<file path="src/rtl/alu_ctrl_queue_if.sv">
// Decode-to-execute bus for alu_ctrl_queue: instruction/ALUOp input handshake,
// flush, and the decoded head entry presented to the execute stage.
interface alu_ctrl_queue_if #(
    parameter int OP_W      = 4,
    parameter int ILL_CNT_W = 8
);
    logic                 in_valid;
    logic                 in_ready;
    logic [31:0]          instruction;
    logic [1:0]           ALUOp;
    logic                 flush;
    logic                 out_valid;
    logic                 out_ready;
    logic [OP_W-1:0]      alu_op;
    logic                 set_flags;
    logic                 imm_sel;
    logic [5:0]           shift_amt;
    logic                 illegal;
    logic [ILL_CNT_W-1:0] ill_count;

    modport master (
        output in_valid, instruction, ALUOp, flush, out_ready,
        input  in_ready, out_valid, alu_op, set_flags, imm_sel, shift_amt,
               illegal, ill_count
    );

    modport slave (
        input  in_valid, instruction, ALUOp, flush, out_ready,
        output in_ready, out_valid, alu_op, set_flags, imm_sel, shift_amt,
               illegal, ill_count
    );
endinterface

</file>
<file path="src/rtl/alu_ctrl_queue.sv">
// Registered ALU control decoder: decodes instruction+ALUOp on acceptance and
// queues the control fields in a DEPTH-entry FIFO with a saturating illegal counter.
module alu_ctrl_queue #(
    parameter int OP_W      = 4,
    parameter int DEPTH     = 2,
    parameter int ILL_CNT_W = 8
) (
    input  logic             clk,
    input  logic             rst,
    alu_ctrl_queue_if.slave  bus
);
    localparam int PTR_W = $clog2(DEPTH);
    localparam int CNT_W = PTR_W + 1;
    localparam logic [CNT_W-1:0] DEPTH_C = CNT_W'(DEPTH);

    localparam logic [3:0] OP_AND    = 4'b0000;
    localparam logic [3:0] OP_MOVZ   = 4'b0001;
    localparam logic [3:0] OP_ADD    = 4'b0010;
    localparam logic [3:0] OP_ORR    = 4'b0011;
    localparam logic [3:0] OP_SUB    = 4'b0110;
    localparam logic [3:0] OP_PASS_B = 4'b0111;

    typedef struct packed {
        logic [3:0] op;
        logic       set_flags;
        logic       imm_sel;
        logic [5:0] shift_amt;
        logic       illegal;
    } entry_t;

    entry_t               mem [DEPTH];
    entry_t               decoded;
    entry_t               head;
    logic [PTR_W-1:0]     wr_ptr;
    logic [PTR_W-1:0]     rd_ptr;
    logic [CNT_W-1:0]     count;
    logic [ILL_CNT_W-1:0] ill_cnt;
    logic                 push;
    logic                 pop;
    logic                 in_ready_int;
    logic                 out_valid_int;
    logic                 unused_ins_bits;

    // Low instruction bits carry operands, not opcode; only the upper fields decode.
    assign unused_ins_bits = ^bus.instruction[20:0];

    always_comb begin
        decoded = '0;
        unique case (bus.ALUOp)
            2'b00: begin
                decoded.op      = OP_ADD;
                decoded.imm_sel = 1'b1;
            end
            2'b01: begin
                if (bus.instruction[31:24] == 8'b10110100 ||
                    bus.instruction[31:24] == 8'b10110101)
                    decoded.op = OP_PASS_B;
                else
                    decoded.illegal = 1'b1;
            end
            2'b10: begin
                if (bus.instruction[31:23] == 9'b110100101) begin
                    decoded.op        = OP_MOVZ;
                    decoded.imm_sel   = 1'b1;
                    decoded.shift_amt = {bus.instruction[22:21], 4'b0000};
                end else if (bus.instruction[31:24] == 8'b11101011) begin
                    decoded.op        = OP_SUB;
                    decoded.set_flags = 1'b1;
                end else if (bus.instruction[31:23] == 9'b110100010) begin
                    decoded.op      = OP_SUB;
                    decoded.imm_sel = 1'b1;
                end else if (bus.instruction[31:23] == 9'b100100010) begin
                    decoded.op      = OP_ADD;
                    decoded.imm_sel = 1'b1;
                end else if (bus.instruction[31:24] == 8'b10001011) begin
                    decoded.op = OP_ADD;
                end else if (bus.instruction[31:24] == 8'b10001010) begin
                    decoded.op = OP_AND;
                end else if (bus.instruction[31:24] == 8'b10101010) begin
                    decoded.op = OP_ORR;
                end else begin
                    decoded.illegal = 1'b1;
                end
            end
            default: decoded.illegal = 1'b1;
        endcase
    end

    // No full-bypass: a full queue refuses input even if the head is leaving.
    assign in_ready_int  = !rst && (count < DEPTH_C);
    assign out_valid_int = !rst && (count != '0);
    assign push          = bus.in_valid && in_ready_int;
    assign pop           = out_valid_int && bus.out_ready;
    assign head          = out_valid_int ? mem[rd_ptr] : '0;

    assign bus.in_ready  = in_ready_int;
    assign bus.out_valid = out_valid_int;
    assign bus.alu_op    = OP_W'(head.op);
    assign bus.set_flags = head.set_flags;
    assign bus.imm_sel   = head.imm_sel;
    assign bus.shift_amt = head.shift_amt;
    assign bus.illegal   = head.illegal;
    assign bus.ill_count = ill_cnt;

    always_ff @(posedge clk) begin
        if (push && !bus.flush)
            mem[wr_ptr] <= decoded;
    end

    // Illegal pushes are counted even when a same-cycle flush discards them.
    always_ff @(posedge clk) begin
        if (rst) begin
            wr_ptr  <= '0;
            rd_ptr  <= '0;
            count   <= '0;
            ill_cnt <= '0;
        end else begin
            if (push && decoded.illegal && ill_cnt != '1)
                ill_cnt <= ill_cnt + ILL_CNT_W'(1);
            if (bus.flush) begin
                wr_ptr <= '0;
                rd_ptr <= '0;
                count  <= '0;
            end else begin
                if (push)
                    wr_ptr <= wr_ptr + PTR_W'(1);
                if (pop)
                    rd_ptr <= rd_ptr + PTR_W'(1);
                case ({push, pop})
                    2'b10:   count <= count + CNT_W'(1);
                    2'b01:   count <= count - CNT_W'(1);
                    default: count <= count;
                endcase
            end
        end
    end
endmodule

</file>
<file path="src/flat_wrapper.sv">
// flat-port wrapper written by rule: the top's interface ports become plain ports
module alu_ctrl_queue_flat 
#(
    parameter int OP_W      = 4,
    parameter int DEPTH     = 2,
    parameter int ILL_CNT_W = 8
)
  (clk, rst, bus_in_valid, bus_instruction, bus_ALUOp, bus_flush, bus_out_ready, bus_in_ready, bus_out_valid, bus_alu_op, bus_set_flags, bus_imm_sel, bus_shift_amt, bus_illegal, bus_ill_count);
  alu_ctrl_queue_if #(.OP_W(OP_W), .ILL_CNT_W(ILL_CNT_W)) bus_i ();
  input  logic clk;
  input  logic rst;
  input wire logic [$bits(bus_i.in_valid)-1:0] bus_in_valid;
  input wire logic [$bits(bus_i.instruction)-1:0] bus_instruction;
  input wire logic [$bits(bus_i.ALUOp)-1:0] bus_ALUOp;
  input wire logic [$bits(bus_i.flush)-1:0] bus_flush;
  input wire logic [$bits(bus_i.out_ready)-1:0] bus_out_ready;
  output wire logic [$bits(bus_i.in_ready)-1:0] bus_in_ready;
  output wire logic [$bits(bus_i.out_valid)-1:0] bus_out_valid;
  output wire logic [$bits(bus_i.alu_op)-1:0] bus_alu_op;
  output wire logic [$bits(bus_i.set_flags)-1:0] bus_set_flags;
  output wire logic [$bits(bus_i.imm_sel)-1:0] bus_imm_sel;
  output wire logic [$bits(bus_i.shift_amt)-1:0] bus_shift_amt;
  output wire logic [$bits(bus_i.illegal)-1:0] bus_illegal;
  output wire logic [$bits(bus_i.ill_count)-1:0] bus_ill_count;
  assign bus_i.in_valid = bus_in_valid;
  assign bus_i.instruction = bus_instruction;
  assign bus_i.ALUOp = bus_ALUOp;
  assign bus_i.flush = bus_flush;
  assign bus_i.out_ready = bus_out_ready;
  assign bus_in_ready = bus_i.in_ready;
  assign bus_out_valid = bus_i.out_valid;
  assign bus_alu_op = bus_i.alu_op;
  assign bus_set_flags = bus_i.set_flags;
  assign bus_imm_sel = bus_i.imm_sel;
  assign bus_shift_amt = bus_i.shift_amt;
  assign bus_illegal = bus_i.illegal;
  assign bus_ill_count = bus_i.ill_count;
  alu_ctrl_queue #(.OP_W(OP_W), .DEPTH(DEPTH), .ILL_CNT_W(ILL_CNT_W)) u_core (.clk(clk), .rst(rst), .bus(bus_i));
endmodule
</file>
<file path="config.mk">
export PLATFORM = sky130hd
export DESIGN_NAME = alu_ctrl_queue_flat
export DESIGN_NICKNAME = d
export VERILOG_FILES = /design/src/rtl/alu_ctrl_queue_if.sv /design/src/rtl/alu_ctrl_queue.sv /design/src/flat_wrapper.sv
export SDC_FILE = /design/constraint.sdc
export NUM_CORES = 1
export LEC_CHECK = 0
export CORE_MARGIN = 8
export CORE_UTILIZATION = 47
export CTS_CLUSTER_DIAMETER = 80
export CTS_CLUSTER_SIZE = 30
export DETAILED_ROUTE_END_ITERATION = 10
export PLACE_DENSITY = 0.86
export SYNTH_ARGS = -nofsm -noshare
export SYNTH_HDL_FRONTEND = slang
export SYNTH_SLANG_ARGS = --single-unit
</file>
<file path="constraint.sdc">
create_clock -name clk -period 4 [get_ports clk]
set_input_delay 1 -clock clk [delete_from_list [all_inputs] [get_ports clk]]
set_output_delay 1 -clock clk [all_outputs]
set_load 0.02 [all_outputs]
</file>
# Yosys cells after proc, flatten, opt, wreduce, memory -nomap -nowiden
# Memories as Yosys holds them, arrays and structs flattened. A register that Yosys moved wholly into a read port is not among the register bits.
# Cells that the tools add are included.
[word_totals]
ff_bits = 12
latch_bits = 0
mem_bits_rw = 26
mem_bits_ro = 0
inputBits = 39
out_inout_bits = 23
wordCells = 73
n_memories = 1
[classes]
n_addsub = 5
multipliers = 0
div_mod_pow = 0
n_lt_le_gt_ge = 1
eq_ne = 14
shift = 0
n_mux = 34
bitwise = 0
n_reduce_logical = 14
[memory_table]
columns = ["name", "words", "width", "read_ports", "rd_clocked_by_memory_dff", "write_ports", "line", "text"]
rows = [
  ["u_core.mem", 2, 13, 1, 1, 1, "alu_ctrl_queue.sv:31", "entry_t mem [DEPTH];"],
]
[ops]
columns = ["op", "n"]
rows = [
  ["$eq 8x8->1 const B", 6],
  ["$eq 9x9->1 const B", 3],
  ["$mux 4", 5],
  ["$mux 1", 19],
  ["$mux 13", 1],
  ["$mux 6", 2],
  ["$pmux 4 s3", 1],
  ["$add 8x1->8 const B", 1],
  ["$ne 8x8->1 const B", 1],
  ["$logic_and 1x1->1", 7],
  ["$eq 2x1->1 const B", 2],
  ["$eq 2x2->1 const B", 2],
  ["$mux 2", 2],
  ["$pmux 2 s2", 1],
  ["$reduce_bool 2->1", 2],
  ["$mux 3", 1],
  ["$pmux 1 s3", 1],
  ["$add 1x1->1 const B", 2],
  ["$add 2x1->2 const B", 1],
  ["$logic_not 1->1", 2],
  ["$logic_not 2->1", 1],
  ["$lt 2x2->1 const B", 1],
  ["$pmux 1 s2", 1],
  ["$reduce_or 2->1", 1],
  ["2 further kinds", 2],
]

# Depth between registers and ports, before layout
[depth]
ltp_word = 11
mapped_depth = 10

# Worst setup path before layout
# No wires, ideal clock.
[synth_path]
path_kind = "in2out"
startpoint = "input rst"
endpoint = "output bus_alu_op[0]"
t_arrival_ns = 1.769
path_slack_ns = 1.231
cell_stages = 3
cell_sequence = "or2_2 -> clkbuf_1 -> nor2_1"
[synth_between]
elab_chain_len = 3
[synth_lines]
columns = ["element", "line", "text"]
rows = [
  ["start, declared", "flat_wrapper.sv:11", "input logic rst;"],
  ["$logic_not 1->1", "alu_ctrl_queue.sv:91", "assign out_valid_int = !rst && (count != '0);"],
  ["$logic_and 1x1->1", "alu_ctrl_queue.sv:91", ""],
  ["$mux 13", "alu_ctrl_queue.sv:94", "assign head = out_valid_int ? mem[rd_ptr] : '0;"],
  ["end, declared", "flat_wrapper.sv:19", "output wire logic [$bits(bus_i.alu_op)-1:0] bus_alu_op;"],
]
# No other way between the ends.

# Worst setup path in the final report
[layout_path]
startpoint = "input rst"
endpoint = "output bus_illegal"
[layout_between]
elab_chain_len = 3
[layout_lines]
columns = ["element", "line", "text"]
rows = [
  ["$logic_not 1->1", "alu_ctrl_queue.sv:91", ""],
  ["$logic_and 1x1->1", "alu_ctrl_queue.sv:91", ""],
  ["$mux 13", "alu_ctrl_queue.sv:94", ""],
  ["end, declared", "flat_wrapper.sv:23", "output wire logic [$bits(bus_i.illegal)-1:0] bus_illegal;"],
]
# No other way between the ends.

==> metrics.csv <==
metric;value;unit
Overall Global Routing Usage;0.1241;
maximum vdd drop;0.0002025;V
final period utilization;0.8949;
core area;3284;µm²
area grow syn2layout;27.98;%
Top-Level Pins;62;
Leak;0.0007099;µW
Synth Register Bits;29;
CTS sink count;29;
initial antenna violation count;0;
critical path type;input pin to primary output;
Yosys cell types;42;
synthesized cell area;1574;µm²
die width;73.87;µm
commonest non-fill, non-tap cell in the layout;clkdlybuf4s50_1;
CTS Root Buffer Type;clkbuf_4;
crit-path max FO;9;
# resized after CTS;0;
post-DR wirelength/cell;13.92;µm
Worst Hold Class;flop to flop;
slowest stage delay, CP;0.62;ns
first-pass iteration count of the detailed router;4;
Total Routed Length;3285;µm
Fillers;279;
remaining global-route overflow;0;
number of synthesized flops with an enable pin;16;
Initial Utilization;0.4792;
unrepaired setup endpoints after global routing;no;
count of hold-fix buffers inserted at cts;0;
CP delay by family, top;buffers and inverters;
ys flop type;edfxtp_1;
slowest CP cell;clkdlybuf4s50_1;
port buffer count;35;
reg-to-reg slack, setup;2.25;ns
TritonCTS clock tree;yes;
type of origin of the critical path;input pin;
Setup Skew;0.01133;ns
final setup violating endpoints;0;
final core occ;0.6133;
status;finished, final reports clean;
CP most frequent cell;clkdlybuf4s50_1;
PwrDens;281.8;nW/µm²
Tmin final;3.579;ns
hpwl dp;2560;µm
most frequent cells in the layout;clkdlybuf4s50_1, nor2_1, edfxtp_1;
initial DRC count;112;
via/cell ratio;5.339;
Avg Cell Area, Syn;10.64;µm²
Crit path required time;3.00;ns
Max Cap Viol;0;
Slew Limit Fails;0;
Synth Warn #;0;
ANT nets after route;0;
share of layout cells above drive strength 1;0.1158;
worst skew pair latency;0.33;ns
largest net degree at the start of global routing;17;
worst path cell trace;clkdlybuf4s50_1 -> or2_2 -> nor2_1 -> clkdlybuf4s50_1;
Worst Setup End Kind;primary output;
CP Data Arrival Time;2.58;ns
DRC errors left;0;
maximum clock path buffer count;2;
Final Net Count;230;
CTS clk-pin slew, worst paths;0.10;ns
Row Count;21;
CTS Buf Count;5;
Final Hold Vio Count;0;
Post-synth ARST share;0;
sequential area share after synthesis;0.4706;
Final GP Congestion;0.7852;
Fmax;0.2794;GHz
first-pass GRT wire length;5278;µm
vias in the first global route;1217;
setup bufs post-CTS;0;
setup_tns;0;ns
ANT cells;0;
Bufs and invs on worst path;2;
Mapped Cells;148;
via count;1260;
Die H;73.87;µm
# H-tree levels;2;
die area;5457;µm²
state kept, by name, indices dropped and copies added, names as in the netlist, named ones only:
register	cells
u_core.count	2
u_core.wr_ptr	1
u_core.mem	16
u_core.rd_ptr	1
u_core.bus.ill_count	8
worst register-to-register path, stage by stage, from the launching register on:
cell	delay, ns
dfxtp_1	0.40
nor2_1	0.05
or2_2	0.36
inv_1	0.09
and2_1	0.16
ha_1	0.26
nor2_1	0.15
xnor2_1	0.13
nor3_1	0.06
stage by stage:
step                      power, µW  worst slack (ns)  instance area (µm²)  hold WS, ns  instances
after CTS                     571.8            0.4034                 2014       0.5104        236
after global routing          590.4            0.3797                 2014       0.5466        236
after floorplan               369.9             1.231                 1589       0.5184        152
after detailed placement      403.1            0.4042                 1961       0.4877        228
after global placement        400.2            0.4516                 1961       0.4760        228
final                         567.7            0.4205                 2014       0.5031        236
power breakdown:
part / total (µW) / switching (µW) / internal, µW
combinational: 75.2 / 39.0 / 36.2
clock: 171 / 104 / 66.7
sequential: 322 / 3.29 / 318
logic make-up after synthesis:
kind of cell	share of synthesized area
mux	0.08426
buf+inv	0.04929
simple gates	0.2456
xor+xnor	0.03895
flops	0.4706
fa+ha+maj	0.01590
other cells	0.002382
compound gates	0.09301
synth_stat cells (2+ instances only):
cell type	number	area, µm²
nor3b_1	3	22.52
a21oi_1	4	20.02
nand2b_1	4	25.02
dfxtp_1	13	260.3
mux2i_1	11	110.1
and3_1	3	18.77
xnor2_1	5	43.79
nor2b_1	3	18.77
edfxtp_1	16	480.5
and2_1	2	12.51
nor3_1	7	35.03
mux2_1	2	22.52
and4bb_2	2	25.02
nand3_1	5	25.02
xor2_1	2	17.52
ha_1	2	25.02
clkbuf_1	2	7.510
inv_1	5	18.77
nor2_1	18	67.56
a21o_1	2	15.01
nand2_1	7	26.28
nand4_1	5	31.28
buf_4	5	37.54
a41o_1	2	20.02
final timing paths:
| check | endpoint | from | cells after the start |
|---|---|---|---|
| worst max-delay path | bus_illegal | rst | 4 |
| worst min-delay path | u_core.bus.ill_count[4] | u_core.bus.ill_count[4] | 1 |
| worst max register to register | u_core.count[1] | u_core.count[0] | 8 |
| worst min register to register | u_core.bus.ill_count[4] | u_core.bus.ill_count[4] | 1 |
metal layers:
layer  vias to the layer above  global-route usage  wire length, µm
li1                        614                   -                -
met1                       595              0.1318             1305
met2                        47              0.2047             1665
met3                         4             0.05593              275
met4                         0             0.05765               38
met5                         -                   0                0
cell type report:
cell class,count,area [µm²],share of cell area
flip-flops and latches,29,740.7,0.3677
clock inverters,3,16.27,0.008075
clock buffers,5,37.54,0.01863
well taps,46,57.56,0.02857
multi-input cells,110,770.7,0.3826
inverters,5,18.77,0.009317
repair buffers,38,372.9,0.1851
(Power assumes the default switching activity.)
